[config.mk]
export PLATFORM = sky130hd
export DESIGN_NAME = fp_add_arbiter
export DESIGN_NICKNAME = d
export VERILOG_FILES = /design/src/rtl/fp_add_arbiter.sv
export SDC_FILE = /design/constraint.sdc
export NUM_CORES = 1
export LEC_CHECK = 0
export ABC_AREA = 0
export CAP_MARGIN = 15
export CORE_MARGIN = 5
export CORE_UTILIZATION = 30
export CTS_BUF_LIST = sky130_fd_sc_hd__clkbuf_16
export DETAILED_ROUTE_END_ITERATION = 10
export PLACE_DENSITY = 0.51
export SYNTH_ARGS = -nofsm -noshare
export SYNTH_HDL_FRONTEND = slang
export SYNTH_HIERARCHICAL = 1
export SYNTH_SLANG_ARGS = --single-unit
[constraint.sdc]
create_clock -name clk -period 10.7 [get_ports clk]
set_clock_uncertainty 0.15 [all_clocks]
set_input_delay 1.07 -clock clk [delete_from_list [all_inputs] [get_ports clk]]
set_output_delay 1.07 -clock clk [all_outputs]
set_load 0.01 [all_outputs]
[src/rtl/fp_add_arbiter.sv]
// Two-requester arbiter sharing one half-precision adder (IDLE/EXEC/DONE).
// Define FP_ARB_FIXED_PRIO_EN for fixed priority (req0 wins ties).
module fp_adder16 (
  input  logic [15:0] a_i,
  input  logic [15:0] b_i,
  output logic [15:0] sum_o
);
  logic [15:0] l, s;
  logic [4:0]  el, es, d;
  logic [10:0] ml, ms, msh, norm;
  logic [11:0] acc;
  logic [3:0]  lz;

  always_comb begin
    if (a_i[14:0] >= b_i[14:0]) begin
      l = a_i;
      s = b_i;
    end else begin
      l = b_i;
      s = a_i;
    end
    el   = (l[14:10] == 5'd0) ? 5'd1 : l[14:10];
    es   = (s[14:10] == 5'd0) ? 5'd1 : s[14:10];
    ml   = {|l[14:10], l[9:0]};
    ms   = {|s[14:10], s[9:0]};
    d    = el - es;
    msh  = (d > 5'd11) ? 11'd0 : (ms >> d);
    if (l[15] == s[15])
      acc = {1'b0, ml} + {1'b0, msh};
    else
      acc = {1'b0, ml} - {1'b0, msh};
    lz = 4'd0;
    for (int i = 0; i <= 10; i++)
      if (acc[i]) lz = 4'(10 - i);
    norm  = 11'd0;
    sum_o = 16'h0000;
    if (acc == 12'd0) begin
      sum_o = 16'h0000;
    end else if (acc[11]) begin
      sum_o = {l[15], el + 5'd1, acc[10:1]};
    end else if (el > {1'b0, lz}) begin
      norm  = acc[10:0] << lz;
      sum_o = {l[15], el - {1'b0, lz}, norm[9:0]};
    end else begin
      // result falls into the subnormal range
      norm  = acc[10:0] << (el - 5'd1);
      sum_o = {l[15], 5'd0, norm[9:0]};
    end
  end
endmodule

module fp_add_arbiter #(
  parameter logic RR_INIT = 1'b0
) (
  input  logic        clk,
  input  logic        reset,
  input  logic        req0_valid,
  input  logic [15:0] req0_a,
  input  logic [15:0] req0_b,
  input  logic        req1_valid,
  input  logic [15:0] req1_a,
  input  logic [15:0] req1_b,
  output logic        req0_ready,
  output logic        req1_ready,
  output logic        rsp0_valid,
  output logic        rsp1_valid,
  output logic [15:0] rsp_sum,
  output logic        busy
);
  typedef enum logic [1:0] {
    IDLE = 2'd0,
    EXEC = 2'd1,
    DONE = 2'd2
  } state_t;

  state_t      state_q, state_d;
  logic [15:0] a_q, b_q, sum_q, add_sum;
  logic        gnt_q, ptr_q;
  logic        any_v, pick1, grant;

  assign any_v = req0_valid | req1_valid;

`ifdef FP_ARB_FIXED_PRIO_EN
  assign pick1 = req1_valid & ~req0_valid;
  logic unused_ptr;
  assign unused_ptr = ptr_q;
`else
  // ptr_q holds the last winner; on a tie the other side goes
  assign pick1 = (req0_valid & req1_valid) ? ~ptr_q : req1_valid;
`endif

  assign grant = (state_q == IDLE) & any_v & ~reset;

  fp_adder16 u_add (
    .a_i   (a_q),
    .b_i   (b_q),
    .sum_o (add_sum)
  );

  always_ff @(posedge clk) begin
    if (reset) begin
      state_q <= IDLE;
      a_q     <= 16'h0000;
      b_q     <= 16'h0000;
      sum_q   <= 16'h0000;
      gnt_q   <= 1'b0;
      ptr_q   <= RR_INIT;
    end else begin
      state_q <= state_d;
      if (grant) begin
        a_q   <= pick1 ? req1_a : req0_a;
        b_q   <= pick1 ? req1_b : req0_b;
        gnt_q <= pick1;
        ptr_q <= pick1;
      end
      if (state_q == EXEC)
        sum_q <= add_sum;
    end
  end

  always_comb begin
    state_d = state_q;
    unique case (state_q)
      IDLE:    if (any_v) state_d = EXEC;
      EXEC:    state_d = DONE;
      DONE:    state_d = IDLE;
      default: state_d = IDLE;
    endcase
  end

  always_comb begin
    req0_ready = grant & ~pick1;
    req1_ready = grant & pick1;
    rsp0_valid = (state_q == DONE) & ~reset & ~gnt_q;
    rsp1_valid = (state_q == DONE) & ~reset & gnt_q;
    busy       = (state_q != IDLE);
    rsp_sum    = sum_q;
  end
endmodule

-- After elaboration in Yosys (flattened, before gate mapping)
Cells that the tools add are included.
- output and inout port bits: 21
- flip-flop bits (word level): 51
- word-level logic and storage cells: 65
- multiplexer cells: 25
- $add $sub $neg: 6
- reductions and logical operators: 7
- bitwise logic cells: 12
- eq/ne operators: 4
- shift operators: 3
- $lt $le $gt $ge: 3
- operator list (cell ; number):
    $mux W16 ; 5
    $mux W4 ; 11
    $mux W15 ; 2
    $ge A15 B15 Y1 ; 1
    $add A11 B11 Y12 ; 1
    $logic_not A12 Y1 ; 1
    $mux W12 ; 1
    $sub A11 B11 Y12 ; 1
    $mux W11 ; 1
    $shl A11 B4 Y10 ; 1
    $shl A11 B5 Y10 ; 1
    $shr A11 B5 Y11 ; 1
    $logic_not A5 Y1 ; 2
    $mux W5 ; 2
    $reduce_or A5 Y1 ; 2
    $and A1 B1 Y1 ; 8
    $add A5 B1 Y5 const B ; 1
    $gt A5 B4 Y1 ; 1
    $gt A5 B4 Y1 const B ; 1
    $sub A5 B1 Y5 const B ; 1
    $sub A5 B4 Y5 ; 1
    $sub A5 B5 Y5 ; 1
    $pmux W2 S2 ; 1
    $not A1 Y1 ; 3
    9 further kinds ; 9

-- Logic depth before layout (Yosys ltp)
- depth in word-level cells: 24
- gate-level depth with buffers: 49

-- Cells and area by module
Netlist, hierarchy kept.
- by module, submodules not included (module ; area each (sq um) ; instances ; cells an instance):
    fp_adder16 ; 3738.6 ; 1 ; 547
    fp_add_arbiter ; 2290.9 ; 1 ; 238

-- Least setup slack after synthesis
Ideal clock, no wire load.
- path type: flip-flop to flip-flop
- start point: register b_q[14]
- end point: register sum_q[5], in the netlist rsp_sum[5]
- required time: 10.418 ns
- arrival time: 10.075 ns
- cell stages (with the launch flop): 43
- setup time: 0.132 ns
- setup slack: 0.343 ns
- cells stage by stage: dfxtp_1 > inv_1 > ha_1 > nand4_1 > or3_4 > o211ai_2 > buf_2 > clkbuf_1 > o21ai_0 > ha_1 > fa_1 > buf_2 > clkinv_1 > or2_2 > mux2i_1 > a32oi_1 > a311oi_1 > inv_1 > [... 7 more ...] > o221ai_1 > a21oi_1 > nor2_1 > o311ai_0 > ha_1 > and4_1 > a31oi_1 > nor2_1 > mux2i_1 > a21bo_2 > o21a_1 > buf_2 > mux2i_1 > nor2_1 > a22o_1 > mux2_1 > nand2_1 > a21oi_1
- word-level cells in the longest chain between the ends: 24
- elaborated cells between the ends (all ways): 36
- RTL lines (what ; line ; RTL):
    from (decl) ; 77 ; logic [15:0] a_q, b_q, sum_q, add_sum;
    from (signal assigned) ; 112 ; b_q <= pick1 ? req1_b : req0_b;
    $ge A15 B15 Y1 ; 15 ; if (a_i[14:0] >= b_i[14:0]) begin
    $mux W16 ; 15 ;
    $logic_not A5 Y1 (on tied branches) ; 22, 23 ;
    $mux W5 (on tied branches) ; 22, 23 ;
    $sub A5 B5 Y5 ; 26 ; d = el - es;
    $gt A5 B4 Y1 / $shr A11 B5 Y11 (equally long branches) ; 27 ; msh = (d > 5'd11) ? 11'd0 : (ms >> d);
    $mux W11 ; 27 ;
    $sub A11 B11 Y12 / $add A11 B11 Y12 (equally long branches) ; 31, 29 ;
    $mux W12 ; 28 ; if (l[15] == s[15])
    $mux W4 (11 in series) ; 34 ; if (acc[i]) lz = 4'(10 - i);
    $gt A5 B4 Y1 / $shl A11 B4 Y10 (equally long branches) ; 41, 42 ;
    $mux W15 ; 41 ; end else if (el > {1'b0, lz}) begin
    $mux W15 ; 39 ; end else if (acc[11]) begin
    $mux W16 * ; 37 ; if (acc == 12'd0) begin
    via add_sum[5] ; 77 ;
    to (signal assigned) ; 117 ; sum_q <= add_sum;
    to (decl) ; 77 ;
The timed path passes the listed nets; every way through them passes the cells marked *.
A chain may end at the register's enable or synchronous reset.

-- Final worst setup path
- start point: register b_q[14]
- end point: register sum_q[3], in the netlist rsp_sum[3]
Same word-level chain as after synthesis.

==> results.tsv <==
stage	metric	value	unit
setup_path	Buffers & Inverters on Critical Path	4	
logic_synthesis	syn_area_per_cell	7.68	sq um
cells_and_area	Non-Filler Instances	1135	
detailed_routing	total wire length	18700	microns
detailed_routing	number of DRC markers in iteration 0	359	
logic_synthesis	Synth Area in Adders	0.0867	
clock_network	clock-pin transition on the worst setup and hold timing paths	0.08	ns
logic_synthesis	Post-Syn Area	6030	sq um
sta	Final Cycle Share	0.925	
grt	first-pass GRT wire length	30200	microns
logic_synthesis	Syn Inst Count	785	
grt	number of global-route vias before repair	5753	
placement	Detail Placement HPWL	14800	microns
logic_synthesis	mux contribution to synthesized area	0.153	
logic_synthesis	Post-synth EDFFs	0	
setup_path	Arrival @ worst endpoint	9.99	ns
setup_path	type of element launching the critical path	register	
setup_path	r2r setup slk	0.80	ns
sta	Setup-failing EPs final	0	
setup_path	Critical Path Stages	41	
logic_synthesis	Yosys top cell area share	0.169	
clock_network	CTS max path bufs	2	
run_status	outcome	finished clean	
logic_synthesis	Post-Synth XOR/XNOR Area	0.0378	
logic_synthesis	synth unique cells	83	
clock_network	htree depth	2	
logic_synthesis	Post-synth ARST share	0	
logic_synthesis	Synth Area in Compound Gates	0.286	
logic_synthesis	main combinational cell family by area after synthesis	compound AO/OA/AOI/OAI gates	
sta	Max Freq	101	MHz
cells_and_area	final core utilization	0.379	
floorplan	starting density of the core	0.307	
setup_path	Setup CP Type	reg2reg	
sta	Max-slew headroom	0.370	
floorplan	IO Pins	89	
floorplan	Die Wd	152	microns
grt	GR Overflow Total	0	
cells_and_area	final instance area	7450	sq um
setup_path	Most common cell on crit path	nand2_1	
job	Max-cap violations	0	
placement	Placed Instances	1123	
floorplan	Die Y	152	microns
setup_path	R2R depth	41	
floorplan	num rows	51	
grt	initial antenna violation count	0	
floorplan	core area	19700	sq um
worst_hold_path	hold crit path type	reg2reg	
clock_network	CTS tree	built	
logic_synthesis	Post-synth top flop	dfxtp_1	
detailed_routing	WL/cell	16.4	microns
setup_path	Slowest cell on crit path	fa_1	
cells_and_area	nets	977	
logic_synthesis	fraction of the mapped netlist area in simple logic gates	0.193	
detailed_routing	post-route ant nets	0	
setup_path	CP max FO	18	
detailed_routing	detailed-route via count	6108	
detailed_routing	# DRC	0	
sta	post-layout min period	9.90	ns
clock_network	Root Driver	clkbuf_16	
worst_hold_path	WHS Path Cells	2	
clock_network	clock latency on the worst-skew pair	0.31	ns
logic_synthesis	largest area contributor in the netlist	dfxtp_1	
sta	RSZ-0062 raised after global routing	false	
sta	setup tns final	0	ns
placement	DP Area	7200	sq um
sta	final hold violation count	0	
logic_synthesis	number of synthesized register bits	51	
cells_and_area	antenna fix cells	0	
logic_synthesis	commonest cells in the netlist	102 x nand2_1, 71 x mux2i_1, 56 x a21oi_1	
sta	Slew Limit Fails	0	
logic_synthesis	Synth area leaders	dfxtp_1 17%, mux2i_1 12%, ha_1 7.7%	
cells_and_area	synthesis-to-finish area growth	23.6	%
detailed_routing	drt pass-1 iters	5	
setup_path	max incr delay on CP	0.60	ns
floorplan	die footprint	23000	sq um
cells_and_area	layout cells sized above 1	0.113	
clock_network	CTS buffer count	5	
logic_synthesis	sequential share of the synthesized area	0.169	
logic_synthesis	Syn Nets	893	
placement	I/O Buffers	88	
grt	largest net degree at the start of global routing	56	
setup_path	Crit. End Element	register	
logic_synthesis	synth warn	6	
clock_network	CTS sink cnt	51	
grt	gr usage total	0.162	
sta	actual slew at the worst max-slew pin	0.944	ns
cells_and_area	filler instances	2122	
setup_path	Largest delay share family, worst path	compound AO/OA/AOI/OAI gates	
placement	Final GP Congestion	0.878	
logic_synthesis	top-count cell post-synth	nand2_1	
setup_path	Worst Path Required	10.79	ns
detailed_routing	via/cell ratio	5.38	
==> stage by stage <==
stage | hold WS [ns] | setup slack [ns]
finish | 0.305 | 0.802
detailed placement | 0.297 | 0.255
global placement | 0.296 | 0.239
global route | 0.324 | 0.0112
CTS | 0.307 | 0.196
floorplan | 0.331 | 0.343
==> worst reg2reg max path, delay by kind of cell, from the launching register on <==
family	cells	cell delay (ns)
compound gates	14	3.11
simple gates	15	2.89
fa+ha+maj	5	1.82
buf+inv	4	0.66
mux	2	0.63
flops	1	0.40
xor+xnor	1	0.16
==> final cells by class <==
| cell class | instances | area, sq um | share of cell area |
|---|---|---|---|
| Tap cell | 265 | 332 | 0.0445 |
| Sequential cell | 51 | 1020 | 0.137 |
| Clock buffer | 5 | 125 | 0.0168 |
| Inverter | 42 | 158 | 0.0212 |
| Timing Repair Buffer | 123 | 1140 | 0.153 |
| Clock inverter | 3 | 28.8 | 0.00386 |
| Multi-Input combinational cell | 646 | 4640 | 0.623 |
==> kinds of logic (layout without fill, tap and decap cells) <==
logic type / count (synthesis) / in the layout
buffers and inverters: 88 / 173
xor gates and xnor gates: 26 / 26
muxes: 86 / 86
AOI/OAI and AO/OA: 251 / 251
and+or+nand+nor: 243 / 243
adders and majority gates: 40 / 40
DFF: 51 / 51
==> routing by layer <==
layer	vias to the layer above	wire, microns	global-route usage	share of wire
met2	166	8320	0.254	0.45
met5	-	0	0	0
met4	0	307	0.0373	0.016
met1	2830	9010	0.234	0.48
met3	21	1020	0.0253	0.055
li1	3091	-	-	-
==> cell usage in the layout (no fill, tap or decap), types with 14 or more instances in the layout <==
cell type	n
a211oi_1	35
a21oi_1	52
a31oi_1	36
buf_4	34
clkdlybuf4s50_1	87
dfxtp_1	50
ha_1	37
inv_1	40
mux2i_1	69
nand2_1	102
nor2_1	45
nor3_1	15
o21ai_0	36
xor2_1	14
==> final timing paths <==
path / start / to
setup / recovery: b_q[14] / rsp_sum[3]
setup reg to reg: b_q[14] / rsp_sum[3]
hold reg to reg: rsp_sum[0] / rsp_sum[0]
hold / removal: rsp_sum[0] / rsp_sum[0]
==> registers in the layout, indices dropped and copies added (netlist names) <==
| register | flops |
|---|---|
| b_q | 16 |
| rsp_sum | 16 |
| ptr_q | 1 |
| a_q | 16 |
| state_q | 2 |
==> timing repair <==
item	4_1_cts	5_1_grt
setup buffers	0	3
hold buffers	0	0
endpoints found under the setup margin	0	10
resized for setup	0	17
Power is not shown: default switching activity piles up to over one toggle a cycle in this logic, so the estimate is an artifact.
